===== src/rtl/uart_pkg.sv =====
// Shared types and constants for the UART receive path.
// Holds the receiver state encoding, frame width and the detector/bit-period relation.
package uart_pkg;

    // The start-bit detector raises `process` SAMPLING_TICK cycles into the
    // start bit, so one full bit period is BIT_TICKS = 2*SAMPLING_TICK+1.
    localparam int DETECTOR_SAMPLING_TICK = 4;
    localparam int BIT_TICKS_DEFAULT      = 2 * DETECTOR_SAMPLING_TICK + 1;

    localparam int DATA_BITS = 8;

    typedef enum logic [1:0] {
        IDLE,
        DATA,
        PARITY,
        STOP
    } rx_state_t;

endpackage


===== src/rtl/uart_bit_timer.sv =====
// Free-running bit-centre timer: counts 0..BIT_TICKS-1 and wraps.
// Ports: clk, rst (sync, active-high), clear (hold count at 0), tick (count at BIT_TICKS-1).
module uart_bit_timer
    import uart_pkg::*;
#(
    parameter int BIT_TICKS = BIT_TICKS_DEFAULT
) (
    input  logic clk,
    input  logic rst,
    input  logic clear,
    output logic tick
);

    localparam int CNT_W = $clog2(BIT_TICKS);
    localparam logic [CNT_W-1:0] LAST = CNT_W'(BIT_TICKS - 1);

    logic [CNT_W-1:0] tick_cnt;

    assign tick = (tick_cnt == LAST);

    always_ff @(posedge clk) begin
        if (rst || clear) begin
            tick_cnt <= '0;
        end else if (tick) begin
            tick_cnt <= '0;
        end else begin
            tick_cnt <= tick_cnt + 1'b1;
        end
    end

endmodule


===== src/rtl/uart_rx_shift.sv =====
// UART receive shifter: times bit centres after the detector's `process`, shifts in
// 8 data bits LSB-first, checks the stop bit and pulses vld_rx once per frame.
// Ports: clk, rst (sync, active-high), rxd, process in; d_rx, vld_rx, frm_err out
// (plus par_err when UART_RX_PARITY_EN is defined, which also adds a PARITY state).
module uart_rx_shift
    import uart_pkg::*;
#(
    parameter int BIT_TICKS = BIT_TICKS_DEFAULT
`ifdef UART_RX_PARITY_EN
    ,
    parameter bit PARITY_ODD = 1'b0
`endif
) (
    input  logic                 clk,
    input  logic                 rst,
    input  logic                 rxd,
    input  logic                 process,
    output logic [DATA_BITS-1:0] d_rx,
    output logic                 vld_rx,
`ifdef UART_RX_PARITY_EN
    output logic                 par_err,
`endif
    output logic                 frm_err
);

    localparam int IDX_W = $clog2(DATA_BITS);
    localparam logic [IDX_W-1:0] LAST_IDX = IDX_W'(DATA_BITS - 1);

`ifdef UART_RX_PARITY_EN
    localparam rx_state_t AFTER_DATA = PARITY;
`else
    localparam rx_state_t AFTER_DATA = STOP;
`endif

    rx_state_t            state;
    rx_state_t            state_next;
    logic                 process_q;
    logic                 start;
    logic                 tick;
    logic                 clear;
    logic                 sample;
    logic                 frame_good;
    logic [IDX_W-1:0]     bit_idx;
    logic [DATA_BITS-1:0] shift;

    // Edge-qualified so a process still high just after vld_rx cannot retrigger.
    assign start  = process & ~process_q;
    assign sample = process & tick;

`ifdef UART_RX_PARITY_EN
    logic par_bit;
    logic par_bad;

    assign par_bad    = ^shift ^ par_bit ^ PARITY_ODD;
    assign frame_good = rxd & ~par_bad;
`else
    assign frame_good = rxd;
`endif

    uart_bit_timer #(
        .BIT_TICKS(BIT_TICKS)
    ) u_timer (
        .clk  (clk),
        .rst  (rst),
        .clear(clear),
        .tick (tick)
    );

    always_comb begin
        state_next = state;
        clear      = 1'b0;
        case (state)
            IDLE: begin
                // Timer held at zero so the first data sample lands one bit after start.
                clear = 1'b1;
                if (start) begin
                    state_next = DATA;
                end
            end
            DATA: begin
                if (!process) begin
                    state_next = IDLE;
                end else if (tick && bit_idx == LAST_IDX) begin
                    state_next = AFTER_DATA;
                end
            end
`ifdef UART_RX_PARITY_EN
            PARITY: begin
                if (!process) begin
                    state_next = IDLE;
                end else if (tick) begin
                    state_next = STOP;
                end
            end
`endif
            STOP: begin
                if (!process || tick) begin
                    state_next = IDLE;
                end
            end
            default: begin
                state_next = IDLE;
            end
        endcase
    end

    always_ff @(posedge clk) begin
        if (rst) begin
            state     <= IDLE;
            process_q <= 1'b0;
            bit_idx   <= '0;
            shift     <= '0;
            d_rx      <= '0;
            vld_rx    <= 1'b0;
            frm_err   <= 1'b0;
`ifdef UART_RX_PARITY_EN
            par_bit   <= 1'b0;
            par_err   <= 1'b0;
`endif
        end else begin
            state     <= state_next;
            process_q <= process;
            vld_rx    <= 1'b0;
            if (state == IDLE) begin
                bit_idx <= '0;
            end
            if (sample && state == DATA) begin
                shift   <= {rxd, shift[DATA_BITS-1:1]};
                bit_idx <= bit_idx + 1'b1;
            end
`ifdef UART_RX_PARITY_EN
            if (sample && state == PARITY) begin
                par_bit <= rxd;
            end
`endif
            if (sample && state == STOP) begin
                vld_rx  <= 1'b1;
                frm_err <= ~rxd;
`ifdef UART_RX_PARITY_EN
                par_err <= par_bad;
`endif
                // A bad frame leaves the previous good byte visible.
                if (frame_good) begin
                    d_rx <= shift;
                end
            end
        end
    end

endmodule


===== config.mk =====
export PLATFORM = sky130hd
export DESIGN_NAME = uart_rx_shift
export DESIGN_NICKNAME = d
export VERILOG_FILES = /design/src/rtl/uart_pkg.sv /design/src/rtl/uart_bit_timer.sv /design/src/rtl/uart_rx_shift.sv
export SDC_FILE = /design/constraint.sdc
export NUM_CORES = 1
export LEC_CHECK = 0
export ABC_AREA = 1
export CAP_MARGIN = 20
export CORE_MARGIN = 2
export CORE_UTILIZATION = 30
export CTS_BUF_LIST = sky130_fd_sc_hd__clkbuf_16
export CTS_CLUSTER_DIAMETER = 120
export DETAILED_ROUTE_END_ITERATION = 7
export GPL_ROUTABILITY_DRIVEN = 0
export PLACE_DENSITY = 0.48
export RECOVER_POWER = 100
export REMOVE_ABC_BUFFERS = 1
export SETUP_SLACK_MARGIN = 0.3
export SYNTH_ARGS = -nofsm -noshare
export SYNTH_HDL_FRONTEND = slang
export SYNTH_SLANG_ARGS = --single-unit

===== constraint.sdc =====
create_clock -name clk -period 1.2 [get_ports clk]
set_clock_uncertainty 0.1 [all_clocks]
set_input_delay 0.3 -clock clk [delete_from_list [all_inputs] [get_ports clk]]
set_output_delay 0.3 -clock clk [all_outputs]
set_load 0.005 [all_outputs]

==> run metrics, run 1 <==
Total Routing Usage GR=13.9%; Netlist cell types=19; worst-skew pair later-pin latency=0.26 ns; CP bufs+invs=3; slowest cell on the critical path=dfxtp_2; crit-path max FO=5; CP Capture Type=flip-flop; cell taking the most area after synthesis=dfxtp_1; CP peak stage delay=0.32 ns; fin area=1720 sq um; die height=about 65 um; Worst Hold End=d_rx[0]$_SDFFE_PP0P_; first-pass GRT wire length=4530 um; Max Slew Vio Count=0; CP Launch Type=flip-flop; clock buffer count from CTS=3; H-tree depth=1; Min Hold Slack=around 0.37 ns; DR vias=~1k; R2R depth=8; Critical R2R Capture=d_rx[6]$_SDFFE_PP0P_; Syn-to-layout area delta=53.2%; flop2flop setup slack=-0.18 ns; Final ANT Viol Nets=0; initial DRC count=41; fmax=0.724 GHz; Initial Utilization=30.9%; wire per inst=around 11 um; sequential cell area=about 570 sq um; nets@finish=~180; Setup violations, final=27; dpl hpwl=1660 um; Sink Count=28; Worst IR Drop VDD=0.000668 V; crit path time final=about 1.4 ns; RSZ-0062 raised after global routing=yes; share of post-route cells with drive strength above 1=48.3%; Fillers=374; failing checks=setup timing; RR Startpoint=u_timer.tick_cnt[1]$_SDFF_PP0_; Final Hold Violating Endpoints=0; Port Buffers=13; GR Overflow Total=0; HP Class=flip-flop to flip-flop; routed vias/inst=4.57; die width=65.2 um; root buffer cell=clkbuf_16; gate family responsible for the most delay along the worst path=flip-flops; top post-synthesis cells by area=dfxtp_1 (50%), nor2_1 (8.4%), nand3_1 (6.7%); register area share after synthesis=49.9%; Worst Min Path Start=shift[0]$_SDFFE_PP0P_; P_leak=0.694 nW; Max Cap Viol=0; initial antenna violation count=0; PnR worst setup slack=-0.181 ns; CP arrival=around 1.5 ns; crit-path most repeated cell=buf_6; area of the multi-input gates=between 600 and 700 sq um; WHS Path Cells=2; Slew @ Worst Pin=0.288 ns; pre-CTS setup slack=-0.628 ns; largest net degree at the start of global routing=17; final wirelength=2540 um; status=finished, violations left; Gate Count Post-Synth=141; Mapped Area=1120 sq um; final std cells w/o fill=222; boundary pin count=14; final core utilization=47.4%; WS Path Type=flip-flop to flip-flop; Critical Path, Cell by Cell=inv_2 -> ha_4 -> buf_6 -> nand3_4 -> nor2_4 -> buf_6 -> nand3_2 -> a21oi_2; row count=22; drt pass-1 iters=4; Antenna diodes=0; synthesized flop and latch total=28; dpl cells=212; Yosys top cell area share=49.9%; clock-pin slew on the worst setup and hold paths=0.07 ns; die footprint=4250 sq um; Fin Setup TNS=-3.44 ns; core area=approximately 3600 sq um; placed cell area=1410 sq um; drt drc=0; Worst slew margin=80.7%; vias in the first global route=1,062; WP data required=approximately 1.3 ns; Final period util=115%; Max Buffers Root-to-Sink=2; Syn Area/Cell=7.97 sq um; Power Density=1310 nW/um^2; Ys Warns=0; TritonCTS clock tree=done; total power=about 2.3 mW; CTS hold repair buffers=0
layer usage:
metal  part of all wire [%]  global-route usage (%)
met5                      0                       0
met2                     52                    23.3
met1                     44                    15.9
met4                    2.8                    9.11
met3                    2.0                    2.74
state kept, by name (all words and copies together), names as in the netlist:
| signal | flops |
|---|---|
| frm_err | 1 |
| vld_rx | 1 |
| u_timer.tick_cnt | 4 |
| process_q | 1 |
| d_rx | 8 |
| state | 2 |
| bit_idx | 3 |
| shift | 8 |
cell type report:
cell class,count,share of cell area [%]
Clock buffer,3,4.36
Clock inverter,1,1.74
Inverter,13,2.98
Multi-Input combinational cell,95,37.6
Sequential cell,28,33.4
Tap cell,48,3.49
Timing Repair Buffer,33,16.0
Timing Repair inverter,1,0.436
synth_stat cells, drive strengths merged:
| cell | instances |
|---|---|
| buf | 4 |
| nand3 | 16 |
| ha | 4 |
| xnor2 | 2 |
| nand2 | 18 |
| a21oi | 12 |
| nor2 | 27 |
| dfxtp | 28 |
| inv | 13 |
| clkbuf | 2 |
| a21boi | 1 |
| o21bai | 1 |
| o21ai | 11 |
| nand4 | 2 |
power by group:
group,leakage [nW],internal (mW),switching [mW],total (mW)
registers,0.232,0.955,0.0223,0.978
logic,0.411,0.137,0.169,0.306
clock network,0.0511,0.664,0.315,0.979
total,0.694,1.76,0.506,2.26
worst min-delay path, stage by stage (launching register included):
cell and delay (ns):
dfxtp_1 0.32, nand3_2 0.07, a21oi_2 0.04
layout by cell type, fill, tap and decap left out, types with 2 or more instances in the layout:
cell type      instances
dlygate4sd2_1          2
nor2_4                 3
o21ai_1                5
nand3_1                5
nand3_2                8
clkbuf_16              3
o21ai_0                5
inv_1                  8
nor2_1                22
nand2_4                3
a21oi_2                9
nand3_4                3
buf_6                  8
inv_2                  4
dfxtp_2               11
ha_1                   3
xnor2_1                2
nand4_1                2
nand2_1               13
buf_4                 12
nor2_2                 2
dfxtp_1               17
nand2_2                3
buf_2                  5
a21oi_1                3
clkbuf_2               3
timing repair:
item                                    CTS  global route
buffers inserted                          3             1
gates resized for setup                  86            23
endpoints found under the setup margin   38            37
pin swaps                                15             6
cloned                                    2             0
hold endpoints to repair                  0             0
cell families (layout without fill, tap and decap cells):
logic type	Yosys count	count (layout)	synth area share [%]
flops	28	28	49.9
buf+inv	19	51	7.91
simple gates	63	64	24.6
fa+ha+maj	4	4	4.45
xor+xnor	2	2	1.56
compound gates	25	25	11.6
how the worst max path moves through the flow:
stage                                         startpoint                      end  slack [ns]  cells past startpoint
final                     u_timer.tick_cnt[1]$_SDFF_PP0_     d_rx[6]$_SDFFE_PP0P_       -0.18                      8
after global routing      u_timer.tick_cnt[1]$_SDFF_PP0_     d_rx[0]$_SDFFE_PP0P_       -0.25                      8
after CTS                 u_timer.tick_cnt[1]$_SDFF_PP0_     d_rx[6]$_SDFFE_PP0P_       -0.20                      8
after detailed placement                         process  bit_idx[2]$_SDFFE_PP0P_       -0.63                      7
after global placement                           process  bit_idx[1]$_SDFFE_PP0P_       -0.56                      7
after floorplan           u_timer.tick_cnt[0]$_SDFF_PP0_  bit_idx[0]$_SDFFE_PP0P_       -0.24                      8
No activity file was read; power rests on OpenSTA's default activity.
==> run 2: changes to the inputs <==
--- a/config.mk
+++ b/config.mk
@@ -10,7 +10,7 @@
 export CORE_MARGIN = 2
 export CORE_UTILIZATION = 30
 export CTS_BUF_LIST = sky130_fd_sc_hd__clkbuf_16
-export CTS_CLUSTER_DIAMETER = 120
+export CTS_CLUSTER_DIAMETER = 100
 export DETAILED_ROUTE_END_ITERATION = 7
 export GPL_ROUTABILITY_DRIVEN = 0
 export PLACE_DENSITY = 0.48
==> results of run 2 <==
No change in the layout: final DEF, timing and power equal those of run 1.
==> run 3: changes to the inputs <==
--- a/config.mk
+++ b/config.mk
@@ -8,14 +8,13 @@
 export ABC_AREA = 1
 export CAP_MARGIN = 20
 export CORE_MARGIN = 2
-export CORE_UTILIZATION = 30
+export CORE_UTILIZATION = 47
 export CTS_BUF_LIST = sky130_fd_sc_hd__clkbuf_16
 export CTS_CLUSTER_DIAMETER = 100
 export DETAILED_ROUTE_END_ITERATION = 7
 export GPL_ROUTABILITY_DRIVEN = 0
-export PLACE_DENSITY = 0.48
+export PLACE_DENSITY = 0.7
 export RECOVER_POWER = 100
-export REMOVE_ABC_BUFFERS = 1
 export SETUP_SLACK_MARGIN = 0.3
 export SYNTH_ARGS = -nofsm -noshare
 export SYNTH_HDL_FRONTEND = slang
==> constraint.sdc (replaced) <==
create_clock -name clk -period 1.2 [get_ports clk]
set_clock_uncertainty 0.1 [all_clocks]
set_input_delay 0.24 -clock clk [delete_from_list [all_inputs] [get_ports clk]]
set_output_delay 0.24 -clock clk [all_outputs]
set_load 0.005 [all_outputs]
==> run 3 against run 2 <==
Against the previous run:
- the run still ends with setup timing left
- critical path type unchanged
- fmax shrank 2.5%
- largest cell class unchanged
- core utilization grew 32 points
- hold slack lost 0.11 ns
- worst setup slack lost 0.035 ns
==> run metrics, run 3 (synthesis gave the netlist of run 1 again) <==
failing checks=setup timing; PnR worst setup slack=-0.216 ns (-0.0351 ns); P_leak=0.716 nW (+3.1%); Worst IR Drop VDD=0.00102 V (+52%); worst-skew pair later-pin latency=0.26 ns (about the same); fmax=0.706 GHz (-2.5%); vias in the first global route=1,131 (+6.5%); syn_nets=149; CP Capture Type=flip-flop; Fillers=134 (-64%); Sink Count=28 (unchanged); die width=52.9 um (-19%); Worst Min Path Start=rst; HP Class=input pin to flip-flop; Max Buffers Root-to-Sink=2 (unchanged); most frequent cells in the layout=nor2_1 (23), buf_4 (18), dfxtp_1 (17), nand2_1 (14), dfxtp_2 (11); H-tree depth=1 (unchanged); wire per inst=17.5 um (+53%); instance count on the critical path=8 (unchanged); Final Hold Violating Endpoints=0 (unchanged); WHS Path Cells=3 (+1); final core utilization=79.4% (+32 points); fin area=1770 sq um (+3.1%); row count=17 (-23%); initial antenna violation count=0 (unchanged); Slew @ Worst Pin=0.275 ns (-0.0135 ns); CP peak stage delay=0.33 ns (about the same); total power=2.23 mW (-1.3%); die height=52.9 um (-19%); clock buffer count from CTS=3 (unchanged); Total Routing Usage GR=26.6% (+13 points); CP bufs+invs=2 (-1); crit path time final=1.42 ns (+0.0351 ns); Max Slew Vio Count=0 (unchanged); Port Buffers=13 (unchanged); Fin Setup TNS=-4.05 ns (-0.614 ns); Worst slew margin=81.6% (+0.94 points); TritonCTS clock tree=done; slowest cell on the critical path=dfxtp_2; share of post-route cells with drive strength above 1=49.4% (+1.2 points); WP data required=1.25 ns (-0.04 ns); commonest non-fill, non-tap cell in the layout=nor2_1; WS Path Type=flip-flop to flip-flop; DR vias=1,134 (+12%); placed cell area=1390 sq um (-1.2%); root buffer cell=clkbuf_16; R2R depth=8 (unchanged); core area=2230 sq um (-39%); Syn-to-layout area delta=57.9%; Final period util=118% (+2.9 points); gate family responsible for the most delay along the worst path=simple AND/OR/NAND/NOR gates; Critical Path, Cell by Cell=inv_2 -> ha_4 -> nand2_4 -> nor2_4 -> nand2_4 -> clkinvlp_4 -> nor2_1 -> nor2_1; RR Startpoint=u_timer.tick_cnt[0]$_SDFF_PP0_; drt pass-1 iters=4 (unchanged); first-pass GRT wire length=5290 um (+17%); status=finished, violations left; die footprint=2800 sq um (-34%); drt drc=0 (unchanged); Critical path origin=u_timer.tick_cnt[0]$_SDFF_PP0_; final wirelength=3570 um (+41%); Final ANT Viol Nets=0 (unchanged); CP arrival=1.47 ns (about the same); RSZ-0062 raised after global routing=yes; routed vias/inst=5.56 (+22%); nets@finish=185 (+1.1%); Antenna diodes=0 (unchanged); clock-pin slew on the worst setup and hold paths=0.07 ns (about the same); crit-path max FO=5 (unchanged); CTS hold repair buffers=0 (unchanged); GR Overflow Total=0 (unchanged); Power Density=1260 nW/um^2 (-4.2%); Initial Utilization=50.3% (+19 points); largest registers=d_rx x8, shift x8, u_timer.tick_cnt x4; initial DRC count=27 (-34%); largest net degree at the start of global routing=17 (unchanged); dpl hpwl=1540 um (-7.1%); CP Launch Type=flip-flop; boundary pin count=14 (unchanged); Max Cap Viol=0 (unchanged); Setup violations, final=27 (unchanged)
[run 3: worst reg2reg max path, cell delays in order, from the launching register on]
cell        delay, ns
dfxtp_2          0.33
inv_2            0.04
ha_4             0.18
nand2_4          0.08
nor2_4           0.04
nand2_4          0.12
clkinvlp_4       0.15
nor2_1           0.18
nor2_1           0.08
[run 3: report_power, final]
group / switching (mW) / internal (mW)
logic: 0.168 / 0.103
registers: 0.0240 / 0.954
clock network: 0.321 / 0.664
[run 3: per-stage QoR]
step	hold WS [ns]	std cells	setup WS [ns]
floorplan	0.209	141	-0.0433
detailed placement	0.355	190	-0.493
CTS	0.364	200	-0.138
global placement	0.349	190	-0.459
global route	0.273	204	-0.256
finish	0.266	204	-0.216
[run 3: path summary, 6_finish.rpt]
path                                         endpoint  slack (ns)
worst max-delay path            shift[1]$_SDFFE_PP0P_       -0.22
worst min-delay path             d_rx[5]$_SDFFE_PP0P_        0.27
worst max register to register  shift[1]$_SDFFE_PP0P_       -0.22
worst min register to register   d_rx[7]$_SDFFE_PP0P_        0.37
[run 3: cell type report]
type                       instances  area (sq um)  share of cell area [%]
clock buffer                       3          75.1                    4.23
inverter                          13          51.3                    2.89
sequential                        28           574                    32.4
clock inverter                     1          30.0                    1.69
tap                               28          35.0                    1.97
timing repair inverter             1          7.51                   0.423
multi-input combinational         94           677                    38.2
timing repair buffer              36           324                    18.3
[run 3: repair_timing]
item                                    in CTS  in global routing
endpoints found under the setup margin      38                 38
gates resized for setup                     78                 25
pin swaps                                   24                  7
buffers inserted                             5                  3
cloned                                       1                  1
[run 3: metal layers]
metal | GRT usage [%] | part of all wire (%) | up-vias
li1 | - | - | 531
met1 | 31.4 | 40 | 530
met2 | 49.0 | 51 | 56
met3 | 2.26 | 5.5 | 17
met4 | 11.1 | 3.5 | 0
met5 | 0 | 0 | -
